### config.mk
export PLATFORM = sky130hd
export DESIGN_NAME = fifo_wr_ctrl
export DESIGN_NICKNAME = d
export VERILOG_FILES = /design/src/rtl/fifo_wr_ctrl.sv
export SDC_FILE = /design/constraint.sdc
export NUM_CORES = 1
export LEC_CHECK = 0
export ABC_AREA = 1
export BUFFER_PORTS_ARGS = -buffer_cell sky130_fd_sc_hd__buf_2
export CAP_MARGIN = 30
export CORE_MARGIN = 2
export CORE_UTILIZATION = 36
export DETAILED_ROUTE_END_ITERATION = 10
export GPL_ROUTABILITY_DRIVEN = 0
export PLACE_DENSITY = 0.62
export SETUP_SLACK_MARGIN = 0.1
export SLEW_MARGIN = 10
export SYNTH_ARGS = -nofsm -noshare
export SYNTH_HDL_FRONTEND = slang
export SYNTH_SLANG_ARGS = --single-unit
export TNS_END_PERCENT = 30
### constraint.sdc
create_clock -name wclk_int -period 4.8 [get_ports wclk_int]
set_clock_uncertainty 0.1 [all_clocks]
set_input_delay 0.96 -clock wclk_int [delete_from_list [all_inputs] [get_ports wclk_int]]
set_output_delay 0.96 -clock wclk_int [all_outputs]
set_load 0.02 [all_outputs]
### src/rtl/fifo_wr_ctrl.sv
// fifo_wr_ctrl: write-side controller for the dual-clock FIFO test memory.
// Turns a push handshake into RAM write-port signals, tracks occupancy
// against a synchronized Gray read pointer and exports its own Gray pointer.
// Optional feature macro: FIFO_WR_AFULL_EN adds the registered 'afull' output.

module fifo_wr_ctrl #(
  parameter int RAM_WW       = 18,
  parameter int RAM_WD       = 10,
  parameter int AFULL_THRESH = 1020
) (
  input  logic              wclk_int,
  input  logic              rst_int,
  input  logic              wr_en,
  input  logic [RAM_WW-1:0] wr_data,
  input  logic [RAM_WD:0]   rd_ptr_gray,
  output logic [RAM_WD-1:0] waddr,
  output logic [RAM_WW-1:0] data,
  output logic              we,
  output logic [RAM_WD:0]   wr_ptr_gray,
  output logic              full,
  output logic [RAM_WD:0]   wr_count,
  output logic              overflow
`ifdef FIFO_WR_AFULL_EN
  ,
  output logic              afull
`endif
);

  localparam int PW = RAM_WD + 1;
  localparam logic [PW-1:0] DEPTH = {1'b1, {RAM_WD{1'b0}}};

  logic [PW-1:0] wbin;
  logic [PW-1:0] wbin_next;
  logic [PW-1:0] rd_sync1;
  logic [PW-1:0] rd_sync2;
  logic [PW-1:0] rbin_s;
  logic [PW-1:0] wr_count_next;
  logic          accept;

  function automatic logic [PW-1:0] bin2gray(input logic [PW-1:0] b);
    return b ^ (b >> 1);
  endfunction

  function automatic logic [PW-1:0] gray2bin(input logic [PW-1:0] g);
    logic [PW-1:0] b;
    b[PW-1] = g[PW-1];
    for (int i = PW - 2; i >= 0; i--) begin
      b[i] = b[i+1] ^ g[i];
    end
    return b;
  endfunction

  // Accept decision and next-state occupancy from the registered full flag
  always_comb begin
    accept        = wr_en && !full;
    wbin_next     = wbin + PW'(accept);
    rbin_s        = gray2bin(rd_sync2);
    wr_count_next = wbin_next - rbin_s;
  end

  // Two-stage synchronizer for the read pointer crossing from the read clock
  always_ff @(posedge wclk_int or negedge rst_int) begin
    if (!rst_int) begin
      rd_sync1 <= '0;
      rd_sync2 <= '0;
    end else begin
      rd_sync1 <= rd_ptr_gray;
      rd_sync2 <= rd_sync1;
    end
  end

  // Write pointer, RAM write port and the lagging Gray pointer export
  always_ff @(posedge wclk_int or negedge rst_int) begin
    if (!rst_int) begin
      wbin        <= '0;
      we          <= 1'b0;
      waddr       <= '0;
      data        <= '0;
      overflow    <= 1'b0;
      wr_ptr_gray <= '0;
    end else begin
      wbin        <= wbin_next;
      we          <= accept;
      overflow    <= wr_en && full;
      wr_ptr_gray <= bin2gray(wbin);
      if (accept) begin
        waddr <= wbin[RAM_WD-1:0];
        data  <= wr_data;
      end
    end
  end

  // Occupancy and full flag, computed from the post-push write pointer
  always_ff @(posedge wclk_int or negedge rst_int) begin
    if (!rst_int) begin
      wr_count <= '0;
      full     <= 1'b0;
    end else begin
      wr_count <= wr_count_next;
      full     <= (wr_count_next == DEPTH);
    end
  end

`ifdef FIFO_WR_AFULL_EN
  localparam logic [PW-1:0] AFULL_LVL = PW'(AFULL_THRESH);

  // Almost-full flag, updated on the same edge as full
  always_ff @(posedge wclk_int or negedge rst_int) begin
    if (!rst_int) begin
      afull <= 1'b0;
    end else begin
      afull <= (wr_count_next >= AFULL_LVL);
    end
  end
`endif

endmodule

==> flow_metrics.env <==
export IMPL_die_width_um=104
export IMPL_cpLargestDelayFamily="simple AND/OR/NAND/NOR gates"
export IMPL_synth_area_leaders="dfrtp_1 60%, nand2_1 11%, ha_1 7.0%, xor2_1 4.4%, nand3_1 2.8%"
export IMPL_setup_viol=0
export IMPL_coreArea_mm2=0.00973
export IMPL_fmax_mhz=281
export IMPL_crit_buf_inv=2
export IMPL_stdcell_count=566
export IMPL_cts_tree="built"
export IMPL_synth_main_ff_cell="dfrtp_1"
export IMPL_drtIter0Drc=168
export IMPL_synthArstFlopShare=1.00
export IMPL_power_mw=2.62
export IMPL_placementRows=36
export IMPL_swShare=0.382
export IMPL_globalRoute_totalOverflow=0
export IMPL_critPathMaxStageDelay_ns=0.45
export IMPL_clock_sinks=86
export IMPL_ant_nets=0
export IMPL_cp_arrival_ns=3.74
export IMPL_register_area_mm2=0.00215
export IMPL_initial_core_util=0.369
export IMPL_cts_root_buf="clkbuf_8"
export IMPL_synthTopCellsByCount="102 x nand2_1, 86 x dfrtp_1, 25 x inv_1, 20 x ha_1, 20 x nand3_1"
export IMPL_synth_avg_cell_area_um2=10.7
export IMPL_leakagePower_nw=2.35
export IMPL_synth_edf_count=0
export IMPL_grt_first_pass_wirelength_um=11800
export IMPL_syn_num_nets=390
export IMPL_power_internal_mw=1.62
export IMPL_vias=2541
export IMPL_synth_top_cell_by_area="dfrtp_1"
export IMPL_synthToLayoutAreaGrowth_pct=23.7
export IMPL_worstPathCellList="inv_2, nand2_1, nand3_2, nand3_1, nand3_4, nand3_2, nand2_4, nand2_4, nand3_1, nand3_4, nand3_1, nand3_2, nand2_1, ha_1, inv_1, fa_1, a21oi_1, xor2_1, nor4_1, nand2_1, nor2_1, nand3_1, nor2_1"
export IMPL_tns_ns=0
export IMPL_syn_area_mm2=0.00359
export IMPL_routedWlPerCell_um=12.3
export IMPL_clk_latency_ns=0.35
export IMPL_ys_seq_area_frac=0.599
export IMPL_final_max_slew_viol_count=0
export IMPL_cp_end_kind="register"
export IMPL_antenna_found_initial=0
export IMPL_drv_cap=0
export IMPL_setup_ws_ns=1.24
export IMPL_grt_total_usage=0.137
export IMPL_grt_pass1_vias=2546
export IMPL_hp_class="register to register"
export IMPL_multi_input_area_mm2=0.00133
export IMPL_pwr_share_seq=0.381
export IMPL_ys_types=23
export IMPL_fin_crit_sh=0.741
export IMPL_synth_most_common_cell="nand2_1"
export IMPL_cts_hold_buf=0
export IMPL_die_y_um=104
export IMPL_dieArea_mm2=0.0108
export IMPL_finalNetCount=482
export IMPL_fin_hold_ws_ns=0.251
export IMPL_ir_drop_mv=0.225
export IMPL_cts_max_level=3
export IMPL_ys_ff_latch=86
export IMPL_p_clk_frac=0.230
export IMPL_combPwrFrac=0.389
export IMPL_required_ns=4.98
export IMPL_tightest_slew_ns=0.909
export IMPL_cp_start_kind="register"
export IMPL_path_max_fanout=4
export IMPL_io_pins=85
export IMPL_path_common_cell="nand3_1"
export IMPL_final_area_mm2=0.00445
export IMPL_clkTransAtPathRegs_ns=0.08
export IMPL_wl_um=6960
export IMPL_postSynthCellCount=337
export IMPL_yosysTopAreaCellShare=0.599
export IMPL_dpl_hpwl_um=5170
export IMPL_rsz0062_at_grt="no"
export IMPL_drive_gt1_frac=0.286
export IMPL_placed_cell_area_mm2=0.00420
export IMPL_hold_violations=0
export IMPL_outcome="finished clean"
export IMPL_fill_cells=912
export IMPL_cts_buffers=9
export IMPL_slowest_stage="fa_1"
export IMPL_place_ws_ns=1.06
export IMPL_yosys_warnings=0
export IMPL_fin_util=0.457
export IMPL_drc=0
export IMPL_grt_max_degree=52
export IMPL_slew_headroom=0.394
export IMPL_cts_buffer_depth=2
export IMPL_portBuffers=84
export IMPL_min_period_ns=3.56
export IMPL_cts_resized=0
export IMPL_switching_power_uw=1000
export IMPL_power_density_mw_per_mm2=589
export IMPL_crit_type="register to register"
export IMPL_dp_cells=551
export IMPL_dr_pass1_iters=4
export IMPL_vias_per_cell=4.49
export IMPL_antennaDiodeCount=0
export IMPL_postCtsSetupBuffers=0
==> placed cells by master (no fill, tap or decap) <==
master and count:
nand3_2 6, nand2_2 8, o21ai_0 7, nand2_4 4, a21o_1 2, bufinv_16 3
xor2_1 18, fa_1 1, inv_6 1, xnor2_1 3, a21oi_1 11, nor4_1 1
nand3_1 20, o2111ai_1 2, buf_2 83, ha_1 20, buf_16 1, nor2_2 1
buf_4 2, clkinvlp_4 1, o21bai_1 1, inv_1 25, nor2_1 8, nand3_4 3
o21ai_1 1, clkbuf_8 10, nand2_1 102, inv_2 1, dfrtp_1 86, nor3_1 1
==> path summary, 6_finish.rpt <==
path                                   startpoint               endpoint  slack, ns  cells after the start
max                        rd_sync2[10]$_DFF_PN0_         full$_DFF_PN0_       1.24                     23
min                         rd_sync1[4]$_DFF_PN0_  rd_sync2[4]$_DFF_PN0_       0.25                      0
max reg2reg                rd_sync2[10]$_DFF_PN0_         full$_DFF_PN0_       1.24                     23
min reg2reg                 rd_sync1[4]$_DFF_PN0_  rd_sync2[4]$_DFF_PN0_       0.25                      0
max in group asynchronous                 rst_int  rd_sync1[1]$_DFF_PN0_       3.55                      2
min in group asynchronous                 rst_int   data[16]$_DFFE_PN0P_       0.46                      1
==> state kept, by name, indices dropped and copies added, names as in the netlist <==
| name | cells |
|---|---|
| rd_sync2 | 11 |
| wr_ptr_gray | 11 |
| data | 18 |
| overflow | 1 |
| wbin | 11 |
| full | 1 |
| wr_count | 11 |
| we | 1 |
| rd_sync1 | 11 |
| waddr | 10 |
==> kinds of logic after synthesis <==
group / count (synthesis) / synth area share
flip-flops: 86 / 0.599
buffers and inverters: 31 / 0.0324
adder cells (fa/ha/maj): 21 / 0.0752
AO/OA/AOI/OAI: 24 / 0.0376
AND/OR/NAND/NOR: 154 / 0.205
XOR/XNOR: 21 / 0.0512
==> power groups by stage <==
stage / Sequential, mW / Clock, mW / Combinational, mW
2_1_floorplan: 1.17 / 0 / 0.513
3_3_place_gp: 1.01 / 0 / 0.991
3_5_place_dp: 1.02 / 0 / 1.01
4_1_cts: 1.00 / 0.624 / 1.01
5_1_grt: 1.02 / 0.661 / 1.12
6_report: 0.999 / 0.603 / 1.02
==> cell type report <==
cell class,count,share of cell area
flip-flops and latches,86,0.484
clock inverters,5,0.0239
inverters,26,0.0220
multi-input cells,220,0.299
well taps,133,0.0374
repair buffers,86,0.103
clock buffers,10,0.0310
==> metal layers <==
layer,vias to the layer above,routed length (um),track usage
li1,1259,-,-
met1,1177,3080,0.167
met2,93,3290,0.223
met3,12,451,0.0501
met4,0,142,0.0521
met5,-,0,0
Power figures use the tool's default switching activity.
